### config.mk
export PLATFORM = sky130hd
export DESIGN_NAME = hazard_forward_unit_flat
export DESIGN_NICKNAME = d
export VERILOG_FILES = /design/src/rtl/hazard_forward_unit_pkg.sv /design/src/rtl/hazard_forward_unit_if.sv /design/src/rtl/hazard_forward_unit_mdu_tracker.sv /design/src/rtl/hazard_forward_unit.sv /design/src/flat_wrapper.sv
export SDC_FILE = /design/constraint.sdc
export NUM_CORES = 1
export LEC_CHECK = 0
export CAP_MARGIN = 20
export CELL_PAD_IN_SITES_DETAIL_PLACEMENT = 2
export CELL_PAD_IN_SITES_GLOBAL_PLACEMENT = 2
export CORE_ASPECT_RATIO = 0.9
export CORE_MARGIN = 2
export CORE_UTILIZATION = 20
export CTS_CLUSTER_DIAMETER = 60
export DETAILED_ROUTE_END_ITERATION = 7
export PLACE_DENSITY = 0.9
export SLEW_MARGIN = 20
export SYNTH_ARGS = -nofsm -noshare
export SYNTH_HDL_FRONTEND = slang
export SYNTH_SLANG_ARGS = --single-unit
### constraint.sdc
create_clock -name clk -period 2.9 [get_ports clk]
set_input_delay 0.87 -clock clk [delete_from_list [all_inputs] [get_ports clk]]
set_output_delay 0.87 -clock clk [all_outputs]
set_load 0.03 [all_outputs]
### src/rtl/hazard_forward_unit_pkg.sv
// hazard_forward_unit_pkg
// Shared definitions for the hazard/forwarding unit. It holds the MDU tracker
// state encoding, the register-address constants, the "no forwarding" select
// value, and two small helpers used by the top level.
package hazard_forward_unit_pkg;

    localparam int REG_W = 5;
    localparam logic [REG_W-1:0] REG_ZERO = 5'd0;
    localparam int FWD_RF = 0;

    typedef enum logic [1:0] {
        MDU_IDLE = 2'd0,
        MDU_BUSY = 2'd1,
        MDU_DONE = 2'd2
    } mdu_state_e;

    // A stage forwards to an operand only when it writes a real (non-x0) register
    // that the operand reads.
    function automatic logic fwd_hit(input logic we,
                                     input logic [REG_W-1:0] addr,
                                     input logic [REG_W-1:0] src);
        return we && (addr != REG_ZERO) && (addr == src);
    endfunction

    // Saturating 32-bit event counter step.
    function automatic logic [31:0] sat_inc(input logic [31:0] value, input logic en);
        logic [31:0] result;
        if (en && (value != 32'hFFFF_FFFF)) begin
            result = value + 32'd1;
        end else begin
            result = value;
        end
        return result;
    endfunction

endpackage

### src/rtl/hazard_forward_unit_if.sv
// hazard_forward_unit_if
// Bundles the pipeline-side signals of hazard_forward_unit.
//   master: the pipeline (drives ID/EX/forwarding/MDU inputs, reads the results)
//   slave : hazard_forward_unit
// Inputs : id_src, id_is_mdu, ex_src, ex_mem_read, ex_write_reg, fwd_we,
//          fwd_addr, mdu_start, mdu_dst
// Outputs: fwd_sel, stall_id, bubble_ex, mdu_busy, mdu_done, mdu_wr_addr
//          and, with HAZARD_STATS_EN defined, stat_stall_cycles, stat_loaduse,
//          stat_fwd.
interface hazard_forward_unit_if
    import hazard_forward_unit_pkg::*;
#(
    parameter int N_SRC      = 2,
    parameter int FWD_STAGES = 2
);
    localparam int SEL_W = $clog2(FWD_STAGES + 1);

    logic [N_SRC*REG_W-1:0]      id_src;
    logic                        id_is_mdu;
    logic [N_SRC*REG_W-1:0]      ex_src;
    logic                        ex_mem_read;
    logic [REG_W-1:0]            ex_write_reg;
    logic [FWD_STAGES-1:0]       fwd_we;
    logic [FWD_STAGES*REG_W-1:0] fwd_addr;
    logic                        mdu_start;
    logic [REG_W-1:0]            mdu_dst;
    logic [N_SRC*SEL_W-1:0]      fwd_sel;
    logic                        stall_id;
    logic                        bubble_ex;
    logic                        mdu_busy;
    logic                        mdu_done;
    logic [REG_W-1:0]            mdu_wr_addr;
`ifdef HAZARD_STATS_EN
    logic [31:0]                 stat_stall_cycles;
    logic [31:0]                 stat_loaduse;
    logic [31:0]                 stat_fwd;

    modport master (
        output id_src, id_is_mdu, ex_src, ex_mem_read, ex_write_reg,
               fwd_we, fwd_addr, mdu_start, mdu_dst,
        input  fwd_sel, stall_id, bubble_ex, mdu_busy, mdu_done, mdu_wr_addr,
               stat_stall_cycles, stat_loaduse, stat_fwd
    );
    modport slave (
        input  id_src, id_is_mdu, ex_src, ex_mem_read, ex_write_reg,
               fwd_we, fwd_addr, mdu_start, mdu_dst,
        output fwd_sel, stall_id, bubble_ex, mdu_busy, mdu_done, mdu_wr_addr,
               stat_stall_cycles, stat_loaduse, stat_fwd
    );
`else
    modport master (
        output id_src, id_is_mdu, ex_src, ex_mem_read, ex_write_reg,
               fwd_we, fwd_addr, mdu_start, mdu_dst,
        input  fwd_sel, stall_id, bubble_ex, mdu_busy, mdu_done, mdu_wr_addr
    );
    modport slave (
        input  id_src, id_is_mdu, ex_src, ex_mem_read, ex_write_reg,
               fwd_we, fwd_addr, mdu_start, mdu_dst,
        output fwd_sel, stall_id, bubble_ex, mdu_busy, mdu_done, mdu_wr_addr
    );
`endif

endinterface

### src/rtl/hazard_forward_unit_mdu_tracker.sv
// mdu_tracker
// Follows one in-flight multi-cycle MUL/DIV operation.
// Ports:
//   clk, reset   clock, synchronous active-high reset
//   mdu_start    EX starts an MDU op (ignored unless idle)
//   mdu_dst      destination register of the starting op
//   mdu_busy     tracker not idle (BUSY or DONE)
//   mdu_done     one-cycle result-valid pulse
//   mdu_wr_addr  destination paired with mdu_done, zero otherwise
//   dst_q        latched destination of the in-flight op
// mdu_done rises MDU_LAT cycles after the start edge: MDU_LAT-1 BUSY cycles
// (counter loaded with MDU_LAT-2 and run down to zero) followed by one DONE
// cycle. The 3-bit counter limits MDU_LAT to the range 2..9.
module mdu_tracker
    import hazard_forward_unit_pkg::*;
#(
    parameter int MDU_LAT = 4
)(
    input  logic             clk,
    input  logic             reset,
    input  logic             mdu_start,
    input  logic [REG_W-1:0] mdu_dst,
    output logic             mdu_busy,
    output logic             mdu_done,
    output logic [REG_W-1:0] mdu_wr_addr,
    output logic [REG_W-1:0] dst_q
);
    localparam logic [2:0] CNT_LOAD = 3'(MDU_LAT - 2);

    mdu_state_e       state_r;
    mdu_state_e       state_nxt_s;
    logic [2:0]       cnt_r;
    logic [2:0]       cnt_nxt_s;
    logic [REG_W-1:0] dst_r;
    logic [REG_W-1:0] dst_nxt_s;

    // State, countdown and destination registers.
    always_ff @(posedge clk) begin
        if (reset) begin
            state_r <= MDU_IDLE;
            cnt_r   <= 3'd0;
            dst_r   <= REG_ZERO;
        end else begin
            state_r <= state_nxt_s;
            cnt_r   <= cnt_nxt_s;
            dst_r   <= dst_nxt_s;
        end
    end

    // Next-state logic; a start outside IDLE is simply not looked at.
    always_comb begin
        state_nxt_s = state_r;
        cnt_nxt_s   = cnt_r;
        dst_nxt_s   = dst_r;
        case (state_r)
            MDU_IDLE: begin
                if (mdu_start) begin
                    state_nxt_s = MDU_BUSY;
                    cnt_nxt_s   = CNT_LOAD;
                    dst_nxt_s   = mdu_dst;
                end else begin
                    state_nxt_s = MDU_IDLE;
                end
            end
            MDU_BUSY: begin
                if (cnt_r == 3'd0) begin
                    state_nxt_s = MDU_DONE;
                end else begin
                    cnt_nxt_s = cnt_r - 3'd1;
                end
            end
            MDU_DONE: begin
                state_nxt_s = MDU_IDLE;
            end
            default: begin
                state_nxt_s = MDU_IDLE;
                cnt_nxt_s   = 3'd0;
            end
        endcase
    end

    // Outputs are forced low while reset is held so an aborted op never
    // shows a completion.
    assign mdu_busy    = !reset && (state_r != MDU_IDLE);
    assign mdu_done    = !reset && (state_r == MDU_DONE);
    assign mdu_wr_addr = mdu_done ? dst_r : REG_ZERO;
    assign dst_q       = dst_r;

endmodule

### src/rtl/hazard_forward_unit.sv
// hazard_forward_unit
// EX-stage operand forwarding, load-use detection and MDU hazard tracking.
// Ports:
//   clk    system clock
//   reset  synchronous, active-high reset
//   bus    hazard_forward_unit_if.slave carrying the ID/EX/forwarding/MDU
//          inputs and fwd_sel, stall_id, bubble_ex, mdu_busy, mdu_done,
//          mdu_wr_addr outputs.
// Optional: define HAZARD_STATS_EN to add saturating 32-bit counters
// stat_stall_cycles, stat_loaduse and stat_fwd on the interface.
// fwd_sel per operand: 0 = register file, k = forwarding stage k (1 = MEM).
module hazard_forward_unit
    import hazard_forward_unit_pkg::*;
#(
    parameter int N_SRC      = 2,
    parameter int FWD_STAGES = 2,
    parameter int MDU_LAT    = 4
)(
    input logic                  clk,
    input logic                  reset,
    hazard_forward_unit_if.slave bus
);
    localparam int SEL_W = $clog2(FWD_STAGES + 1);

    logic             mdu_busy_s;
    logic [REG_W-1:0] dst_q_s;
    logic             load_use_s;
    logic             mdu_raw_s;
    logic             mdu_struct_s;
    logic             stall_s;

    mdu_tracker #(
        .MDU_LAT(MDU_LAT)
    ) u_mdu_tracker (
        .clk        (clk),
        .reset      (reset),
        .mdu_start  (bus.mdu_start),
        .mdu_dst    (bus.mdu_dst),
        .mdu_busy   (mdu_busy_s),
        .mdu_done   (bus.mdu_done),
        .mdu_wr_addr(bus.mdu_wr_addr),
        .dst_q      (dst_q_s)
    );

    assign bus.mdu_busy = mdu_busy_s;

    for (genvar gi = 0; gi < N_SRC; gi++) begin : g_fwd
        logic [SEL_W-1:0] sel_s;

        // Priority encoder: scanning from the farthest stage inwards lets the
        // nearest matching stage overwrite any older one.
        always_comb begin
            sel_s = SEL_W'(FWD_RF);
            for (int k = FWD_STAGES; k >= 1; k--) begin
                if (fwd_hit(bus.fwd_we[k-1],
                            bus.fwd_addr[(k-1)*REG_W +: REG_W],
                            bus.ex_src[gi*REG_W +: REG_W])) begin
                    sel_s = SEL_W'(k);
                end else begin
                    sel_s = sel_s;
                end
            end
        end

        assign bus.fwd_sel[gi*SEL_W +: SEL_W] = sel_s;
    end

    // Load-use and MDU read-after-write detection across all ID operands.
    always_comb begin
        load_use_s = 1'b0;
        mdu_raw_s  = 1'b0;
        for (int i = 0; i < N_SRC; i++) begin
            if (!reset && bus.ex_mem_read && (bus.ex_write_reg != REG_ZERO) &&
                (bus.id_src[i*REG_W +: REG_W] == bus.ex_write_reg)) begin
                load_use_s = 1'b1;
            end else begin
                load_use_s = load_use_s;
            end
            if (mdu_busy_s && (dst_q_s != REG_ZERO) &&
                (bus.id_src[i*REG_W +: REG_W] == dst_q_s)) begin
                mdu_raw_s = 1'b1;
            end else begin
                mdu_raw_s = mdu_raw_s;
            end
        end
    end

    // Only one MDU op may be in flight, so any MDU op in ID waits.
    assign mdu_struct_s  = bus.id_is_mdu && mdu_busy_s;
    assign stall_s       = load_use_s || mdu_raw_s || mdu_struct_s;
    assign bus.stall_id  = stall_s;
    assign bus.bubble_ex = stall_s;

`ifdef HAZARD_STATS_EN
    logic [31:0] stall_cnt_r;
    logic [31:0] loaduse_cnt_r;
    logic [31:0] fwd_cnt_r;
    logic        fwd_any_s;

    assign fwd_any_s = |bus.fwd_sel;

    // Saturating event counters sampled every cycle.
    always_ff @(posedge clk) begin
        if (reset) begin
            stall_cnt_r   <= 32'd0;
            loaduse_cnt_r <= 32'd0;
            fwd_cnt_r     <= 32'd0;
        end else begin
            stall_cnt_r   <= sat_inc(stall_cnt_r, stall_s);
            loaduse_cnt_r <= sat_inc(loaduse_cnt_r, load_use_s);
            fwd_cnt_r     <= sat_inc(fwd_cnt_r, fwd_any_s);
        end
    end

    assign bus.stat_stall_cycles = stall_cnt_r;
    assign bus.stat_loaduse      = loaduse_cnt_r;
    assign bus.stat_fwd          = fwd_cnt_r;
`endif

endmodule

### src/flat_wrapper.sv
// flat-port wrapper written by rule: the top's interface ports become plain ports
module hazard_forward_unit_flat import hazard_forward_unit_pkg::*;
#(
    parameter int N_SRC      = 2,
    parameter int FWD_STAGES = 2,
    parameter int MDU_LAT    = 4
)
  (clk, reset, bus_id_src, bus_id_is_mdu, bus_ex_src, bus_ex_mem_read, bus_ex_write_reg, bus_fwd_we, bus_fwd_addr, bus_mdu_start, bus_mdu_dst, bus_fwd_sel, bus_stall_id, bus_bubble_ex, bus_mdu_busy, bus_mdu_done, bus_mdu_wr_addr);
  hazard_forward_unit_if #(.N_SRC(N_SRC), .FWD_STAGES(FWD_STAGES)) bus_i ();
  input logic clk;
  input logic reset;
  input wire logic [$bits(bus_i.id_src)-1:0] bus_id_src;
  input wire logic [$bits(bus_i.id_is_mdu)-1:0] bus_id_is_mdu;
  input wire logic [$bits(bus_i.ex_src)-1:0] bus_ex_src;
  input wire logic [$bits(bus_i.ex_mem_read)-1:0] bus_ex_mem_read;
  input wire logic [$bits(bus_i.ex_write_reg)-1:0] bus_ex_write_reg;
  input wire logic [$bits(bus_i.fwd_we)-1:0] bus_fwd_we;
  input wire logic [$bits(bus_i.fwd_addr)-1:0] bus_fwd_addr;
  input wire logic [$bits(bus_i.mdu_start)-1:0] bus_mdu_start;
  input wire logic [$bits(bus_i.mdu_dst)-1:0] bus_mdu_dst;
  output wire logic [$bits(bus_i.fwd_sel)-1:0] bus_fwd_sel;
  output wire logic [$bits(bus_i.stall_id)-1:0] bus_stall_id;
  output wire logic [$bits(bus_i.bubble_ex)-1:0] bus_bubble_ex;
  output wire logic [$bits(bus_i.mdu_busy)-1:0] bus_mdu_busy;
  output wire logic [$bits(bus_i.mdu_done)-1:0] bus_mdu_done;
  output wire logic [$bits(bus_i.mdu_wr_addr)-1:0] bus_mdu_wr_addr;
  assign bus_i.id_src = bus_id_src;
  assign bus_i.id_is_mdu = bus_id_is_mdu;
  assign bus_i.ex_src = bus_ex_src;
  assign bus_i.ex_mem_read = bus_ex_mem_read;
  assign bus_i.ex_write_reg = bus_ex_write_reg;
  assign bus_i.fwd_we = bus_fwd_we;
  assign bus_i.fwd_addr = bus_fwd_addr;
  assign bus_i.mdu_start = bus_mdu_start;
  assign bus_i.mdu_dst = bus_mdu_dst;
  assign bus_fwd_sel = bus_i.fwd_sel;
  assign bus_stall_id = bus_i.stall_id;
  assign bus_bubble_ex = bus_i.bubble_ex;
  assign bus_mdu_busy = bus_i.mdu_busy;
  assign bus_mdu_done = bus_i.mdu_done;
  assign bus_mdu_wr_addr = bus_i.mdu_wr_addr;
  hazard_forward_unit #(.N_SRC(N_SRC), .FWD_STAGES(FWD_STAGES), .MDU_LAT(MDU_LAT)) u_core (.clk(clk), .reset(reset), .bus(bus_i));
endmodule
==> impl_metrics.toml, run 1 <==
[critical_path]
timing.rr.end = "u_core.u_mdu_tracker.dst_q[1]"
slowest_stage = "or4_4"
ff2ff_setup_slack_ns = 1.32
required_ns = 2.03
worst-path-stages = 6
cp_cell_sequence = "buf_6 -> buf_6 -> xor2_1 -> or4_4 -> nor4_4 -> buf_6"
timing.critical_path.slowest_cell_delay_ns = 0.55
critPathCaptureType = "output pin"
rr_startpoint = "u_core.u_mdu_tracker.state_r[0]"
critical_path_class = "in -> out"
crit_fanout = 2
cp_common_cell = "buf_6"
setup.worst_path.start_class = "primary input"
ff2ff_path_depth = 4
cpLargestDelayFamily = "simple AND/OR/NAND/NOR gates"
arrival_ns = 2.26
crit_buf_inv = 3

[layout]
nFillCells = 512
drive_gt1_share_pct = 55.0
layout.cells.non_filler = 287
insertedDiodeCount = 0
final_nets = 272
layout_common_cells = "buf_4 (33), buf_6 (21), xor2_1 (18)"
seq_area_um2 = 200
layout_commonest_cell = "buf_4"
area_growth_pct = 127
multi_input_area_um2 = 1170

[power]
peakVddDrop_uv = 216
p_clk_share_pct = 25.9
p_leak_nw = 1.02
p_per_area_nw_per_um2 = 302
power_uw = 711
p_comb_share_pct = 49.9
p_sw_uw = 255
seqPwrFrac_pct = 24.3
swShare_pct = 35.9
p_int_uw = 456

[timing]
slew_headroom_pct = 72.8
whs_ns = 0.538
timing.final.crit_share_pct = 108
setup_violations = 6
max_freq_mhz = 320
tightest_slew_ns = 0.407
maxSlewViolCount = 0
fin_ws_ns = -0.226
fin_tns_setup_ns = -0.757
hold_viol_final = 0
fin_crit_ns = 3.13
clock_skew_ns = 0.000359
rsz0062_at_grt = "yes"

[status]
violations = "setup timing"
outcome = "finished with violations"

[clock_tree]
root_buffer = "clkbuf_8"
clock_latency_ns = 0.24
clkTransAtPathRegs_ns = 0.05
cts_buffer_depth = 2
holdBufCountCts = 0
cts_tree = "yes"
cts_buffers = 3
clock_sinks = 10
h-tree-depth = 1

[min_path]
worst_hold_startpoint = "u_core.u_mdu_tracker.state_r[1]"
hold_path_end = "u_core.u_mdu_tracker.state_r[0]"
min_path_cells = 1
min_path_type = "reg -> reg"

[die]
start_util_pct = 21.0
coreArea_um2 = 4920
io_pins = 60
dieArea_um2 = 5760
placement_rows = 24
die_x_um = 79.8
die_h_um = 72.2

[route]
post-route-drc-count = 0
via_per_inst = 4.46
drt_iter0_drc = 18
vias = 1281
wl_per_cell_um = 18.7
dr.pass1.iters = 3
postRouteAntennaNets = 0
wl_um = 5370

[placement]
place_worst_setup_slack_ns = -0.679
dpl.hpwl_um = 3920
portBuffers = 59
gp_congestion = 0.720
dp.cells = 279

[logic_synthesis]
synth_ff_type = "dfxtp_1"
synth_edf_count = 0
ys_warn_count = 0
yosysUniqueCellTypes = 29
ys_ff_latch = 10
synthMuxAreaShare_pct = 6.90
syn_nets = 176
syn_avg_cell_area_um2 = 8.14
synth_top_family_by_area = "XOR/XNOR gates"
synth_xor_area_share_pct = 34.7
synth_compound_area_share_pct = 8.35
synth-seq-area-share_pct = 19.4
synth-async-reset-ratio_pct = 0
syn_inst = 127
synth-simple-area-share_pct = 25.2
syn_area_um2 = 1030
synthAdderAreaFrac_pct = 2.42

[grt]
grt_pass1_vias = 1599
track_usage_pct = 19.5
antenna_found_initial = 0
overflow = 0
grt_max_degree = 9
grt_pass1_wl_um = 8360

[job]
drv_cap = 0
## worst max-delay path by stage
stage | slack, ns | start | end
4_1_cts | -0.28 | bus_fwd_addr[2] | bus_fwd_sel[3]
6_report | -0.23 | bus_fwd_addr[7] | bus_fwd_sel[3]
2_1_floorplan | -0.05 | bus_id_src[9] | bus_stall_id
3_3_place_gp | -0.59 | bus_fwd_addr[9] | bus_fwd_sel[1]
5_1_grt | -0.25 | bus_fwd_addr[7] | bus_fwd_sel[3]
3_5_place_dp | -0.68 | bus_fwd_addr[9] | bus_fwd_sel[1]
## power by group through the flow
stage	Clock [mW]	Sequential [mW]	Combinational, mW
floorplan	0	0.162	0.140
global placement	0	0.170	0.271
detailed placement	0	0.170	0.291
CTS	0.186	0.171	0.331
global route	0.198	0.175	0.381
finish	0.184	0.172	0.354
## cells by family (layout without fill, tap and decap cells)
group / count (synthesis) / after routing
AO/OA/AOI/OAI: 13 / 13
AND/OR/NAND/NOR: 47 / 47
multiplexers: 7 / 7
flip-flops: 10 / 10
XOR/XNOR: 41 / 41
adder cells (fa/ha/maj): 2 / 2
buffers and inverters: 7 / 102
## metrics by stage
step	cell area, µm²	util (%)
final	2350	47.7
after floorplan	1090	-
after detailed placement	1950	39.5
after CTS	2260	45.9
after global routing	2350	47.7
after global placement	1950	39.5
## worst register-to-register path, stage by stage (launching register included)
cell	delay [ns]
dfxtp_1	0.40
nor2_1	0.31
and2_1	0.41
mux2i_1	0.29
nor2_1	0.06
## state kept, by name (all words and copies together), names as in the netlist
register	cells
u_core.u_mdu_tracker.state_r	2
u_core.u_mdu_tracker.dst_q	5
u_core.u_mdu_tracker.cnt_r	3
## metal layers
layer	GRT usage, %	wire (µm)	vias up
li1	-	-	621
met1	19.6	1830	620
met2	41.1	3280	33
met3	3.23	178	7
met4	4.14	73	0
met5	0	0	-
## cells in the mapped netlist (2+ instances only)
cell type  count  area share (%)
o21ai_0        3             1.5
xnor2_1       20              17
nor2_1        14             5.1
xor2_1        21              18
a22oi_1        2             1.5
dfxtp_1       10              19
mux2i_1        6             5.8
clkbuf_1       2            0.73
nor4_2         2             2.4
ha_1           2             2.4
nand3_1        5             2.4
nor4_1         2             1.2
inv_1          3             1.1
o32ai_1        2             1.7
or4_1          4             2.9
nor2b_1        4             2.4
nand2_1        4             1.5
nor3_1         4             1.9
and2_1         6             3.6
a21oi_1        2            0.97
## repair_timing
item / 4_1_cts / 5_1_grt
pin swaps: 36 / 24
gates resized for setup: 138 / 44
endpoints found under the setup margin: 12 / 12
setup buffers: 4 / 2
## final cells by class
| class | instances | share of cell area (%) |
|---|---|---|
| multi-input cells | 110 | 49.8 |
| flip-flops and latches | 10 | 8.52 |
| clock buffers | 4 | 2.34 |
| inverters | 3 | 0.479 |
| repair buffers | 95 | 35.4 |
| well taps | 65 | 3.46 |
Note: power is estimated with default switching activity, not from simulation.
==> run 2, diff against run 1 <==
--- a/config.mk
+++ b/config.mk
@@ -12,8 +12,9 @@
 export CORE_MARGIN = 2
 export CORE_UTILIZATION = 20
 export CTS_CLUSTER_DIAMETER = 60
+export CTS_CLUSTER_SIZE = 8
 export DETAILED_ROUTE_END_ITERATION = 7
-export PLACE_DENSITY = 0.9
+export PLACE_DENSITY_LB_ADDON = 0.1
 export SLEW_MARGIN = 20
 export SYNTH_ARGS = -nofsm -noshare
 export SYNTH_HDL_FRONTEND = slang
==> impl_metrics.toml, run 2 (synthesis gave the netlist of run 1 again) <==
[layout]
largest_reg_flops = 5
area_growth_pct = 121
layout_commonest_cell = "buf_4"
nFillCells = 539
final_nets = 269
insertedDiodeCount = 0
layout_common_cells = "buf_4 (31), buf_6 (20), xor2_1 (19)"
drive_gt1_share_pct = 51.4

[die]
io_pins = 60
dieArea_um2 = 5760
die_h_um = 72.2
placement_rows = 24
start_util_pct = 21.0
die_x_um = 79.8
coreArea_um2 = 4920

[timing]
max_freq_mhz = 323
rsz0062_at_grt = "yes"
slew_headroom_pct = 76.8
tightest_slew_ns = 0.339
maxSlewViolCount = 0
whs_ns = 0.559
setup_violations = 5
fin_ws_ns = -0.194
timing.final.crit_share_pct = 107
hold_viol_final = 0
clock_skew_ns = 0.00406
fin_crit_ns = 3.09

[clock_tree]
holdBufCountCts = 0
clock_sinks = 10
cts_buffers = 3
root_buffer = "clkbuf_8"
cts_buffer_depth = 2
clkTransAtPathRegs_ns = 0.05
h-tree-depth = 1
cts_tree = "yes"
clock_latency_ns = 0.24

[grt]
track_usage_pct = 16.5
antenna_found_initial = 0
grt_pass1_wl_um = 7200
overflow = 0
grt_pass1_vias = 1435
grt_max_degree = 11

[critical_path]
required_ns = 2.03
critical_path_class = "in -> out"
critPathCaptureType = "output pin"
setup.worst_path.start_class = "primary input"
arrival_ns = 2.22
crit_fanout = 2

[route]
via_per_inst = 4.48
dr.pass1.iters = 2
postRouteAntennaNets = 0
wl_per_cell_um = 16.5
drt_iter0_drc = 20
vias = 1267
post-route-drc-count = 0
wl_um = 4660

[status]
violations = "setup timing"
outcome = "finished with violations"

[placement]
portBuffers = 59
dpl.hpwl_um = 3800
place_worst_setup_slack_ns = -0.673
gp_congestion = 0.729

[min_path]
min_path_type = "reg -> reg"

[power]
p_per_area_nw_per_um2 = 285
p_leak_nw = 0.965
peakVddDrop_uv = 206

[job]
drv_cap = 0
[run 2: cell types whose count changed in the layout (fill, tap and decap cells not counted), sizes merged]
| cell | before | now |
|---|---|---|
| dlygate4sd2 | 7 | 5 |
| clkdlybuf4s15 | 6 | 7 |
| dlymetal6s2s | 3 | 2 |
| clkbuf | 11 | 6 |
| buf | 64 | 66 |
| clkdlybuf4s50 | 8 | 9 |
[run 2: worst paths after layout]
| path | startpoint | to | cells past startpoint | slack, ns |
|---|---|---|---|---|
| hold / removal | u_core.u_mdu_tracker.state_r[1] | u_core.u_mdu_tracker.state_r[0] | 1 | 0.56 |
| setup / recovery | bus_fwd_addr[7] | bus_fwd_sel[1] | 6 | -0.19 |
| setup reg to reg | u_core.u_mdu_tracker.cnt_r[0] | u_core.u_mdu_tracker.cnt_r[1] | 7 | 1.42 |
| hold reg to reg | u_core.u_mdu_tracker.state_r[1] | u_core.u_mdu_tracker.state_r[0] | 1 | 0.56 |
[run 2: final cells by class]
type                    instances  area, µm²  area share (%)
repair buffers                 92        807            35.4
clock buffers                   3       41.3            1.81
multi-input cells             110       1140            49.9
inverters                       3       11.3           0.494
well taps                      65       81.3            3.57
flip-flops and latches         10        200            8.78
[run 2: routing by layer]
layer	GRT usage, %	wire, µm	up-vias
met5	0	0	-
met4	3.39	36	0
met3	3.48	218	4
met2	32.3	2680	39
met1	18.1	1730	606
li1	-	-	618
[run 2: per-stage QoR]
| step | std cells | instance area (µm²) | total power [mW] | utilization, % | TNS [ns] |
|---|---|---|---|---|---|
| global route | 283 | 2280 | 0.700 | 46.3 | -0.781 |
| floorplan | 127 | 1090 | 0.303 | - | -0.154 |
| global placement | 278 | 1940 | 0.442 | 39.4 | -3.01 |
| finish | 283 | 2280 | 0.649 | 46.3 | -0.556 |
| detailed placement | 278 | 1940 | 0.456 | 39.4 | -3.58 |
| CTS | 283 | 2140 | 0.632 | 43.4 | -0.822 |
[run 2: critical path, stage by stage]
cell	delay [ns]
buf_6	0.10
buf_6	0.11
xor2_1	0.13
or4_4	0.55
nor4_4	0.29
buf_6	0.16
[run 2: timing repair]
action,CTS,global route
gates resized for setup,138,44
endpoints found under the hold margin,0,0
endpoints found under the setup margin,11,6
pin swaps,36,15
setup buffers,3,1
[run 2: report_power, final]
part / total, mW / switching (mW) / leakage, nW / internal [mW]
clock: 0.143 / 0.0520 / 0.0216 / 0.0907
combinational: 0.335 / 0.153 / 0.861 / 0.182
sequential: 0.172 / 0.0216 / 0.0822 / 0.150
total: 0.649 / 0.226 / 0.965 / 0.423
